`src/rtl/pipeline_types.sv`:
```
// Shared edge-pulse struct and debounce FSM state encoding for the debounce bank.
package pipeline_types;

    typedef struct packed {
        logic rising;
        logic falling;
    } edges_t;

    localparam edges_t EDGES_RESET = '{rising: 1'b0, falling: 1'b0};

    typedef enum logic [1:0] {
        ST_LO,
        ST_CHK_HI,
        ST_HI,
        ST_CHK_LO
    } deb_state_e;

endpackage

```
`src/rtl/debounce_channel.sv`:
```
// One channel: SYNC_STAGES synchronizer plus counter debounce FSM; level moves SYNC_STAGES+DEBOUNCE_CYCLES edges after input.
// Long-press counter is built only when DEBOUNCE_BANK_HOLD_EN is defined.
module debounce_channel
    import pipeline_types::*;
#(
    parameter int SYNC_STAGES     = 2,
    parameter int DEBOUNCE_CYCLES = 16,
    parameter int HOLD_CYCLES     = 1024
) (
    input  logic   i_clk,
    input  logic   i_reset_n,
    input  logic   i_signal_async,
    output logic   o_level,
    output edges_t o_edges,
    output logic   o_hold
);

    localparam int CNT_W = $clog2(DEBOUNCE_CYCLES);
    localparam logic [CNT_W-1:0] CNT_MAX = CNT_W'(DEBOUNCE_CYCLES - 1);

    if (SYNC_STAGES < 2 || DEBOUNCE_CYCLES < 2 || HOLD_CYCLES < 1) begin : g_bad_param
        $error("debounce_channel: parameter out of range");
    end

    logic [SYNC_STAGES-1:0] sync_q;
    logic                   synced;
    deb_state_e             state_q;
    logic [CNT_W-1:0]       cnt_q;
    logic                   level_q;
    edges_t                 edges_q;

    always_ff @(posedge i_clk) begin
        if (!i_reset_n) begin
            sync_q <= '0;
        end else begin
            sync_q <= {sync_q[SYNC_STAGES-2:0], i_signal_async};
        end
    end

    assign synced = sync_q[SYNC_STAGES-1];

    // The counter restarts on every state change, so it never needs to wrap.
    always_ff @(posedge i_clk) begin
        if (!i_reset_n) begin
            state_q <= ST_LO;
            cnt_q   <= '0;
            level_q <= 1'b0;
            edges_q <= EDGES_RESET;
        end else begin
            edges_q <= EDGES_RESET;
            case (state_q)
                ST_LO: begin
                    if (synced) begin
                        state_q <= ST_CHK_HI;
                        cnt_q   <= CNT_W'(1);
                    end
                end
                ST_CHK_HI: begin
                    if (!synced) begin
                        state_q <= ST_LO;
                        cnt_q   <= '0;
                    end else if (cnt_q == CNT_MAX) begin
                        state_q         <= ST_HI;
                        cnt_q           <= '0;
                        level_q         <= 1'b1;
                        edges_q.rising  <= 1'b1;
                    end else begin
                        cnt_q <= cnt_q + CNT_W'(1);
                    end
                end
                ST_HI: begin
                    if (!synced) begin
                        state_q <= ST_CHK_LO;
                        cnt_q   <= CNT_W'(1);
                    end
                end
                ST_CHK_LO: begin
                    if (synced) begin
                        state_q <= ST_HI;
                        cnt_q   <= '0;
                    end else if (cnt_q == CNT_MAX) begin
                        state_q         <= ST_LO;
                        cnt_q           <= '0;
                        level_q         <= 1'b0;
                        edges_q.falling <= 1'b1;
                    end else begin
                        cnt_q <= cnt_q + CNT_W'(1);
                    end
                end
                default: begin
                    state_q <= ST_LO;
                    cnt_q   <= '0;
                end
            endcase
        end
    end

    assign o_level = level_q;
    assign o_edges = edges_q;

`ifdef DEBOUNCE_BANK_HOLD_EN
    localparam int HOLD_W = $clog2(HOLD_CYCLES + 1);
    localparam logic [HOLD_W-1:0] HOLD_MAX = HOLD_W'(HOLD_CYCLES);

    logic [HOLD_W-1:0] hold_cnt_q, hold_cnt_d;
    logic              armed_q;
    logic              hold_q;

    always_comb begin
        hold_cnt_d = hold_cnt_q;
        if (state_q != ST_HI) begin
            hold_cnt_d = '0;
        end else if (hold_cnt_q != HOLD_MAX) begin
            hold_cnt_d = hold_cnt_q + HOLD_W'(1);
        end
    end

    // A bounce back from ST_CHK_LO restarts the count but stays disarmed until a real fall.
    always_ff @(posedge i_clk) begin
        if (!i_reset_n) begin
            hold_cnt_q <= '0;
            armed_q    <= 1'b1;
            hold_q     <= 1'b0;
        end else begin
            hold_cnt_q <= hold_cnt_d;
            hold_q     <= 1'b0;
            if (armed_q && state_q == ST_HI && hold_cnt_q == HOLD_W'(HOLD_CYCLES - 1)) begin
                hold_q  <= 1'b1;
                armed_q <= 1'b0;
            end else if (edges_q.falling) begin
                armed_q <= 1'b1;
            end
        end
    end

    assign o_hold = hold_q;
`else
    assign o_hold = 1'b0;
`endif

endmodule

```
`src/rtl/debounce_bank.sv`:
```
// NUM_CH independent debounce channels plus a wake strobe OR-ing every edge pulse in the same cycle.
// Long-press outputs are live only when DEBOUNCE_BANK_HOLD_EN is defined.
module debounce_bank
    import pipeline_types::*;
#(
    parameter int NUM_CH          = 4,
    parameter int SYNC_STAGES     = 2,
    parameter int DEBOUNCE_CYCLES = 16,
    parameter int HOLD_CYCLES     = 1024
) (
    input  logic              i_clk,
    input  logic              i_reset_n,
    input  logic [NUM_CH-1:0] i_signal_async,
    output logic [NUM_CH-1:0] o_signal_syncd,
    output edges_t            o_edges [NUM_CH],
    output logic              o_any_edge,
    output logic [NUM_CH-1:0] o_hold
);

    for (genvar g = 0; g < NUM_CH; g++) begin : g_ch
        debounce_channel #(
            .SYNC_STAGES     (SYNC_STAGES),
            .DEBOUNCE_CYCLES (DEBOUNCE_CYCLES),
            .HOLD_CYCLES     (HOLD_CYCLES)
        ) u_ch (
            .i_clk          (i_clk),
            .i_reset_n      (i_reset_n),
            .i_signal_async (i_signal_async[g]),
            .o_level        (o_signal_syncd[g]),
            .o_edges        (o_edges[g]),
            .o_hold         (o_hold[g])
        );
    end

    always_comb begin
        o_any_edge = 1'b0;
        for (int i = 0; i < NUM_CH; i++) begin
            o_any_edge = o_any_edge | o_edges[i].rising | o_edges[i].falling;
        end
    end

endmodule

```
`config.mk`:
```
export PLATFORM = sky130hd
export DESIGN_NAME = debounce_bank
export DESIGN_NICKNAME = d
export VERILOG_FILES = /design/src/rtl/pipeline_types.sv /design/src/rtl/debounce_channel.sv /design/src/rtl/debounce_bank.sv
export SDC_FILE = /design/constraint.sdc
export NUM_CORES = 1
export LEC_CHECK = 0
export CORE_MARGIN = 4
export CORE_UTILIZATION = 52
export CTS_BUF_LIST = sky130_fd_sc_hd__clkbuf_8 sky130_fd_sc_hd__clkbuf_16
export DETAILED_ROUTE_END_ITERATION = 8
export GPL_TIMING_DRIVEN = 0
export HOLD_SLACK_MARGIN = 0.05
export PLACE_DENSITY_LB_ADDON = 0.25
export SYNTH_ARGS = -nofsm -noshare
export SYNTH_HDL_FRONTEND = slang
export SYNTH_SLANG_ARGS = --single-unit
```
`constraint.sdc`:
```
create_clock -name i_clk -period 1.8 [get_ports i_clk]
set_clock_uncertainty 0.05 [all_clocks]
set_input_delay 0.45 -clock i_clk [delete_from_list [all_inputs] [get_ports i_clk]]
set_output_delay 0.45 -clock i_clk [all_outputs]
set_load 0.03 [all_outputs]
```
== Word level (Yosys, flattened, before mapping) ==
Cells that the tools add are included.

* Bits in registers: 44
* Bits of input ports: 6
* Output and inout bits: 17

* Muxes and demuxes: 76
* Reduce and logical (&&, ||, !) cells: 28
* Eq/ne operators: 48
* Bitwise gates (word level): 12
* Add/sub/neg operators: 4

{| class="wikitable"
|+ Operator list
! operator !! count
|-
| $mux 4 || 20
|-
| $pmux 4 s4 || 4
|-
| $mux 2 || 24
|-
| $ne 2x1->1 const B || 16
|-
| $pmux 2 s4 || 4
|-
| $mux 1 || 20
|-
| $reduce_and 5->1 || 4
|-
| $add 4x1->4 const B || 4
|-
| $eq 2x2->1 const B || 8
|-
| $eq 4x4->1 const B || 4
|-
| $ne 2x2->1 const B || 8
|-
| $reduce_and 4->1 || 4
|-
| $ne 3x1->1 const B || 4
|-
| $ne 3x3->1 const B || 4
|-
| $reduce_and 3->1 || 4
|-
| $reduce_or 3->1 || 4
|-
| $eq 2x1->1 const B || 4
|-
| $logic_not 2->1 || 4
|-
| $pmux 1 s2 || 4
|-
| $reduce_and 2->1 || 4
|-
| $reduce_bool 2->1 || 4
|-
| $or 1x1->1 || 7
|-
| $not 1->1 || 5
|}

== Depth between registers and ports, before layout ==
Gate-level depths: netlist of run 1.

* Depth after elaboration: 7
* Mapped depth: 4

== Modules after synthesis ==
From an unflattened synthesis of run 1, not the netlist that was laid out.

* Cell total of the unflattened synthesis: 207
* Area, all modules: 1923.1 um2

{| class="wikitable"
|+ By module, submodules not included
! module !! cells an instance !! times used !! seq. area each (um2) !! area each (um2)
|-
| debounce_channel || 51 || 4 || 220.2 || 476.7
|-
| debounce_bank || 3 || 1 || 0.0 || 16.3
|}

== Worst setup path before layout of run 1 ==
Ideal clock, no wire load.

* Kind: register to output
* From: reg g_ch[0].u_ch.edges_q, in the netlist g_ch[0].u_ch.o_edges[0]
* To: out o_any_edge
* Setup slack: 0.394 ns
* Cell stages (with the launch flop): 3
* Arrival time: 0.906 ns
* Path through: dfxtp_1 > nor4_1 > nand2_1

* Cells in the longest elaborated chain, start to end: 7

{| class="wikitable"
|+ RTL lines
! what !! line !! text
|-
| start: declaration || debounce_channel.sv:30 || <nowiki>edges_t edges_q;</nowiki>
|-
| $or 1x1->1 (7 in series) || debounce_bank.sv:38 || <nowiki>o_any_edge = o_any_edge | o_edges[i].rising | o_edges[i].falling;</nowiki>
|-
| end: declaration || debounce_bank.sv:16 || <nowiki>output logic o_any_edge,</nowiki>
|}

Every way passes these cells.

== Worst setup path in the final report of run 1 ==
* From: reg g_ch[0].u_ch.level_q
* To: out o_signal_syncd[0]

{| class="wikitable"
|+ RTL lines
! what !! line !! text
|-
| start: declaration || debounce_channel.sv:29 || <nowiki>logic level_q;</nowiki>
|-
| start signal: assignment || debounce_channel.sv:47 || <nowiki>level_q <= 1'b0;</nowiki>
|-
| start signal: assignment || debounce_channel.sv:65 || <nowiki>level_q <= 1'b1;</nowiki>
|-
| start signal: assignment || debounce_channel.sv:84 || <nowiki>level_q <= 1'b0;</nowiki>
|-
| end: declaration || debounce_bank.sv:14 || <nowiki>output logic [NUM_CH-1:0] o_signal_syncd,</nowiki>
|}

No word-level cell between the ends.

==> results.rst, run 1 <==
.. list-table::
   :header-rows: 1

   * - Metric
     - Value
   * - Total clock sinks
     - 44
   * - Synth unique cells
     - 39
   * - Leak
     - 0.994 nW
   * - Setup repair after global routing missed its margin
     - false
   * - Detailed Place HPWL
     - 2.43 mm
   * - Number of standard cells after synthesis
     - 207
   * - Tmin final
     - 1680 ps
   * - Post-CTS Repair Setup Buffers
     - 0
   * - Count of TritonRoute iterations in the first routing pass
     - 4
   * - Count of final max-slew check failures
     - 0
   * - Antenna violations before repair
     - 0
   * - Number of hold-repair buffers added at the cts stage
     - 0
   * - Status
     - complete, no violations
   * - Full die area
     - 4810 um2
   * - Number of global-route vias before repair
     - 1315
   * - Horizontal die dimension
     - 69.4 um
   * - Post-DR wirelength/cell
     - 12.3 um
   * - Setup CP Type
     - reg2out
   * - Netlist area before placement
     - 1960 um2
   * - Cell type with the highest aggregate area in the netlist
     - dfxtp_1
   * - Delay of the slowest cell on the worst path
     - 390 ps
   * - Largest fanout on the critical path
     - 3
   * - Max VDD drop
     - 0.000455 V
   * - Top-area cell type share of the netlist area
     - 45.0%
   * - Timing-limited maximum frequency
     - 0.594 GHz
   * - Clock Latency Late Sink
     - 290 ps
   * - Die Y-Extent
     - 69.4 um
   * - Critical-path cell list
     - buf_4 > dlygate4sd2_1
   * - Power per unit of standard cell area
     - 832 nW/um2
   * - Total wire length after detailed routing
     - 3.46 mm
   * - Core Footprint
     - 3660 um2
   * - Post-route DRC violation count
     - 0
   * - Net count, final
     - 245
   * - Final Setup Violations
     - 0
   * - Post-synthesis async set-or-reset flop share
     - 0%
   * - RePlAce Congestion
     - 0.790
   * - Diodes inserted
     - 0
   * - Final worst path period share
     - 93.5%
   * - Number of CTS-inserted buffers
     - 5
   * - Max-capacitance violation count
     - 0
   * - Starting density of the core
     - 53.5%
   * - First-pass GRT wire length
     - 5.98 mm
   * - Worst min path class
     - reg2reg
   * - Crit path max-delay cell type
     - dfxtp_1
   * - Count of warnings emitted by yosys
     - 0
   * - Maximum number of pins on one net before global-route repair
     - 13
   * - Total Routing Usage GR
     - 15.2%
   * - Max Buffers Root-to-Sink
     - 2
   * - Cell depth of the worst min-delay path
     - 1
   * - Place WS
     - -107 ps
   * - Req. time, crit path
     - 1300 ps
   * - Total Neg Setup Slack
     - 0 ps
   * - Most common cell after layout, fill and taps aside
     - dfxtp_1
   * - DR vias/cell
     - 5.41
   * - Number of failing hold endpoints at the final stage
     - 0
   * - Min setup slack post-route
     - 118 ps
   * - Remaining number of nets flagged by the antenna check after routing
     - 0
   * - Deepest level of the CTS H-tree
     - 2
   * - Number of flops mapped to enable cells by yosys
     - 0
   * - Cell count of the worst reg-to-reg path
     - 4
   * - Synthesized flop and latch total
     - 44
   * - Count of buffers from port buffering
     - 18
   * - Std-Cell Rows
     - 22
   * - Sequential area share after synthesis
     - 45.0%
   * - Ys flop type
     - dfxtp_1
   * - Layout cells sized above 1
     - 10.7%
   * - Commonest cells after routing, fill and taps aside
     - dfxtp_1 (44), nand2_1 (21), nor3b_1 (12), nand4_1 (11), dlygate4sd2_1 (11)
   * - Clk Tree Root Cell
     - clkbuf_8
   * - Cell types with the largest area share after synthesis
     - dfxtp_1 (45%), nor3b_1 (4.6%), nand2_1 (4.0%)
   * - Startpoint kind of the worst setup timing path
     - register
   * - Clock tree from TritonCTS
     - yes
   * - Iteration-0 DRC count of the detailed router
     - 132
   * - Overflow left after global routing
     - 0
   * - Clock slew at reported path FFs
     - 80 ps
   * - Crit. End Element
     - primary output
   * - Total vias in the final route
     - 1527
   * - Top-level I/O count
     - 23
   * - Area added between synthesis and finish
     - 17.4%
   * - Crit path DAT
     - 1180 ps
   * - Synth Area per Inst
     - 9.46 um2
==> state kept, by name, indices dropped and copies added (netlist names), named ones only <==
| signal | flops |
|---|---|
| g_ch.u_ch.cnt_q | 16 |
| g_ch.u_ch.sync_q | 8 |
| g_ch.u_ch.o_edges | 8 |
| g_ch.u_ch.state_q | 4 |
| g_ch.u_ch.o_level | 4 |
==> worst max-delay path: cells and delay by family, from the launching register on <==
kind	cells	cell delay [ps]
DFF	1	390
buffers and inverters	2	500
==> synthesized netlist by cell type, types with 3 or more instances <==
library cell and n:
nand3b_1 3, nand2b_1 5, a21boi_1 7, nand2_1 21, and4_1 4, a21oi_1 5, and3_1 5, nor2_1 4
nand3_1 7, buf_4 8, ha_1 4, a211oi_1 3, nand4_1 11, xor2_1 3, and2_1 9, xor2_2 3
dfxtp_1 44, buf_2 6, nor3b_1 12, o21ai_1 5, o211ai_1 5, nor2b_1 3, and4b_1 3, clkbuf_1 5
==> cell type report <==
cell class / instances / area (um2)
fill: 318 / 1360
multi-input combinational: 146 / 982
sequential: 44 / 881
timing repair buffer: 18 / 164
buffer: 19 / 109
clock buffer: 5 / 68.8
tap: 48 / 60.1
clock inverter: 1 / 30.0
inverter: 1 / 3.75
==> worst paths after layout <==
path / from / endpoint / slack (ps)
setup / recovery: g_ch[0].u_ch.o_level / o_signal_syncd[0] / 120
hold / removal: g_ch[3].u_ch.sync_q[0] / g_ch[3].u_ch.sync_q[1] / 380
setup reg to reg: g_ch[1].u_ch.sync_q[1] / g_ch[1].u_ch.cnt_q[3] / 430
hold reg to reg: g_ch[3].u_ch.sync_q[0] / g_ch[3].u_ch.sync_q[1] / 380
==> power by group <==
group	total, W	internal (W)	switching [W]
registers	0.00103	0.00100	0.0000238
clock network	0.000704	0.000398	0.000306
logic	0.000182	0.0000808	0.000101
==> routing by layer <==
layer  track usage [%]  routed length, um
met5                 0                  0
met4              5.21                 48
met3              4.64                168
met2              22.7               1490
met1              20.8               1750
==> kinds of logic after synthesis <==
logic type / synth area share, %
mux: 0.575
fa+ha+maj: 2.56
xor+xnor: 4.73
buf+inv: 5.75
simple gates: 29.1
other cells: 0.192
flops: 45.0
compound gates: 12.1
==> through the flow <==
| stage | instance area, um2 | cells | hold slack, ps | utilization, % | total power, W |
|---|---|---|---|---|---|
| after floorplan | 1970 | 210 | 362 | - | 0.00118 |
| after detailed placement | 2210 | 276 | 372 | 60.4 | 0.00124 |
| final | 2300 | 282 | 383 | 62.8 | 0.00191 |
| after global routing | 2300 | 282 | 411 | 62.8 | 0.00199 |
| after global placement | 2210 | 276 | 366 | 60.4 | 0.00124 |
| after CTS | 2300 | 282 | 388 | 62.7 | 0.00194 |
==> timing repair <==
item                                    4_1_cts  5_1_grt
endpoints found under the hold margin         0        0
endpoints found under the setup margin       12        2
resized for setup                            14        4
Power figures use the tool's default switching activity.
==> run 2, diff against run 1 <==
- DONT_BUFFER_PORTS: not set -> 1
==> results.rst, run 2 (synthesis results as in run 1) <==
.. list-table::
   :header-rows: 1

   * - Metric
     - Value
   * - Pint
     - 0.00147 W (was 0.00148 W)
   * - Leak
     - 0.870 nW (was 0.994 nW)
   * - Combinational share of power
     - 8.3% (was 9.5%)
   * - Filler instances
     - 312 (was 318)
   * - Most common cell after layout, fill and taps aside
     - dfxtp_1 (unchanged)
   * - Timing-limited maximum frequency
     - 0.571 GHz (was 0.594 GHz)
   * - Count of buffers from port buffering
     - 0 (was 18)
   * - Commonest cells after routing, fill and taps aside
     - dfxtp_1 (44), nand2_1 (20), nor3b_1 (12), nand4_1 (11), and2_1 (9) (was dfxtp_1 (44), nand2_1 (21), nor3b_1 (12), nand4_1 (11), dlygate4sd2_1 (11))
   * - Core Footprint
     - 3660 um2 (unchanged)
   * - Min setup slack post-route
     - 49.6 ps (was 118 ps)
   * - Number of flip-flops under the largest register name
     - 16 (unchanged)
   * - Overflow left after global routing
     - 0 (unchanged)
   * - Total Routing Usage GR
     - 15.6% (was 15.2%)
   * - Net count, final
     - 227 (was 245)
   * - Full die area
     - 4810 um2 (unchanged)
   * - Crit path DAT
     - 1250 ps (was 1180 ps)
   * - First-pass GRT wire length
     - 6.13 mm (was 5.98 mm)
   * - Worst min path class
     - in2reg (was reg2reg)
   * - Area added between synthesis and finish
     - 9.90% (was 17.4%)
   * - Post-DR wirelength/cell
     - 13.2 um (was 12.3 um)
   * - Clock tree from TritonCTS
     - yes (unchanged)
   * - Sequential share of power
     - 53.8% (was 53.7%)
   * - Count of TritonRoute iterations in the first routing pass
     - 4 (unchanged)
   * - Std-Cell Rows
     - 22 (unchanged)
   * - Largest register by flop count
     - g_ch.u_ch.cnt_q (unchanged)
   * - Crit. End Element
     - primary output (unchanged)
   * - Final worst path period share
     - 97.2% (was 93.5%)
   * - Top-level I/O count
     - 23 (unchanged)
   * - Post-cts sizing count
     - 0 (was 14)
   * - Register area
     - 881 um2 (unchanged)
   * - Total clock sinks
     - 44 (unchanged)
   * - Number of CTS-inserted buffers
     - 5 (unchanged)
   * - Max Buffers Root-to-Sink
     - 2 (unchanged)
   * - Place WS
     - 342 ps (was -107 ps)
   * - Post-route DRC violation count
     - 0 (unchanged)
   * - Total wire length after detailed routing
     - 3.52 mm (was 3.46 mm)
   * - Clock group share of total power
     - 37.9% (was 36.8%)
   * - Number of hold-repair buffers added at the cts stage
     - 0 (unchanged)
   * - Total vias in the final route
     - 1476 (was 1527)
   * - DR vias/cell
     - 5.55 (was 5.41)
   * - Iteration-0 DRC count of the detailed router
     - 106 (was 132)
   * - Max-capacitance violation count
     - 0 (unchanged)
   * - Max VDD drop
     - 0.000553 V (was 0.000455 V)
   * - Final Setup Violations
     - 0 (unchanged)
   * - Largest fanout on the critical path
     - 2 (was 3)
   * - Multi-input logic area
     - 991 um2 (was 982 um2)
   * - Starting density of the core
     - 53.5% (unchanged)
   * - Deepest level of the CTS H-tree
     - 2 (unchanged)
   * - Remaining number of nets flagged by the antenna check after routing
     - 0 (unchanged)
   * - Antenna violations before repair
     - 0 (unchanged)
   * - Fraction of power spent switching nets
     - 23.1% (was 22.5%)
   * - Number of global-route vias before repair
     - 1356 (was 1315)
   * - Count of final max-slew check failures
     - 0 (unchanged)
   * - Status
     - complete, no violations (unchanged)
   * - Die Y-Extent
     - 69.4 um (unchanged)
   * - Cell area after layout
     - 2150 um2 (was 2300 um2)
   * - RePlAce Congestion
     - 0.783 (was 0.790)
   * - Post-CTS Repair Setup Buffers
     - 0 (unchanged)
   * - Horizontal die dimension
     - 69.4 um (unchanged)
   * - Startpoint kind of the worst setup timing path
     - register (unchanged)
   * - Layout cells sized above 1
     - 12.4% (was 10.7%)
   * - Power per unit of standard cell area
     - 887 nW/um2 (was 832 nW/um2)
   * - Area after DPL
     - 2030 um2 (was 2210 um2)
   * - Number of failing hold endpoints at the final stage
     - 0 (unchanged)
   * - Clock slew at reported path FFs
     - 80 ps (about the same)
   * - Detailed Place HPWL
     - 2.56 mm (was 2.43 mm)
   * - Clock Latency Late Sink
     - 280 ps (was 290 ps)
   * - Diodes inserted
     - 0 (unchanged)
   * - Clk Tree Root Cell
     - clkbuf_8 (unchanged)
   * - Req. time, crit path
     - 1300 ps (about the same)
   * - Tmin final
     - 1750 ps (was 1680 ps)
   * - Switching power summed over all nets
     - 0.000440 W (was 0.000430 W)
   * - Setup CP Type
     - reg2out (unchanged)
   * - Maximum number of pins on one net before global-route repair
     - 14 (was 13)
[run 2: changes by cell type in the layout (fill, tap and decap cells not counted)]
| cell | before | now |
|---|---|---|
| dlygate4sd2_1 | 11 | 0 |
| clkdlybuf4s50_1 | 5 | 0 |
| buf_2 | 7 | 6 |
| clkinv_2 | 0 | 1 |
| dlymetal6s2s_1 | 1 | 0 |
| inv_1 | 1 | 2 |
| nand2_1 | 21 | 20 |
| nand2_2 | 0 | 1 |
| nor4_1 | 1 | 0 |
| nor4_2 | 1 | 2 |
[run 2: power groups by stage]
| stage | Clock, W | Sequential (W) | Combinational (W) |
|---|---|---|---|
| after global placement | 0 | 0.00105 | 0.000155 |
| final | 0.000725 | 0.00103 | 0.000158 |
| after global routing | 0.000788 | 0.00103 | 0.000173 |
| after detailed placement | 0 | 0.00105 | 0.000158 |
| after CTS | 0.000748 | 0.00103 | 0.000158 |
| after floorplan | 0 | 0.00104 | 0.000139 |
[run 2: worst paths after layout]
path	end	cells after the start	startpoint	slack, ps
max	o_any_edge	2	g_ch[0].u_ch.o_edges[0]	50
max reg2reg	g_ch[0].u_ch.cnt_q[2]	4	g_ch[0].u_ch.sync_q[1]	430
min reg2reg	g_ch[0].u_ch.sync_q[1]	1	g_ch[0].u_ch.sync_q[0]	380
min	g_ch[2].u_ch.sync_q[0]	1	i_signal_async[2]	240
[run 2: layout make-up]
cell class,instances,area share (%)
plain buffers,19,5.06
clock inverters,3,1.80
clock buffers,5,3.20
multi-input cells,146,46.0
inverters,1,0.174
flip-flops and latches,44,40.9
well taps,48,2.79
[run 2: through the flow]
step / power (W) / setup TNS (ps) / utilization [%] / std cells / hold WS [ps]
finish: 0.00191 / 0 / 58.8 / 266 / 236
global route: 0.00199 / -7.57 / 58.8 / 266 / 215
detailed placement: 0.00121 / 0 / 55.4 / 258 / 372
floorplan: 0.00118 / 0 / - / 210 / 362
global placement: 0.00120 / 0 / 55.4 / 258 / 367
CTS: 0.00193 / 0 / 58.4 / 266 / 223
[run 2: worst max-delay path: stages (launching register included)]
cell     delay, ps
dfxtp_1        420
nor4_2         350
nand2_2        190
[run 2: metal layers]
layer | share of wire [%] | routed length (um) | global-route usage, % | up-vias
met5 | 0 | 0 | 0 | -
met2 | 48 | 1700 | 24.3 | 32
met3 | 5.4 | 191 | 5.22 | 6
met4 | 1.4 | 49 | 5.64 | 0
met1 | 45 | 1580 | 20.0 | 688
li1 | - | - | - | 750
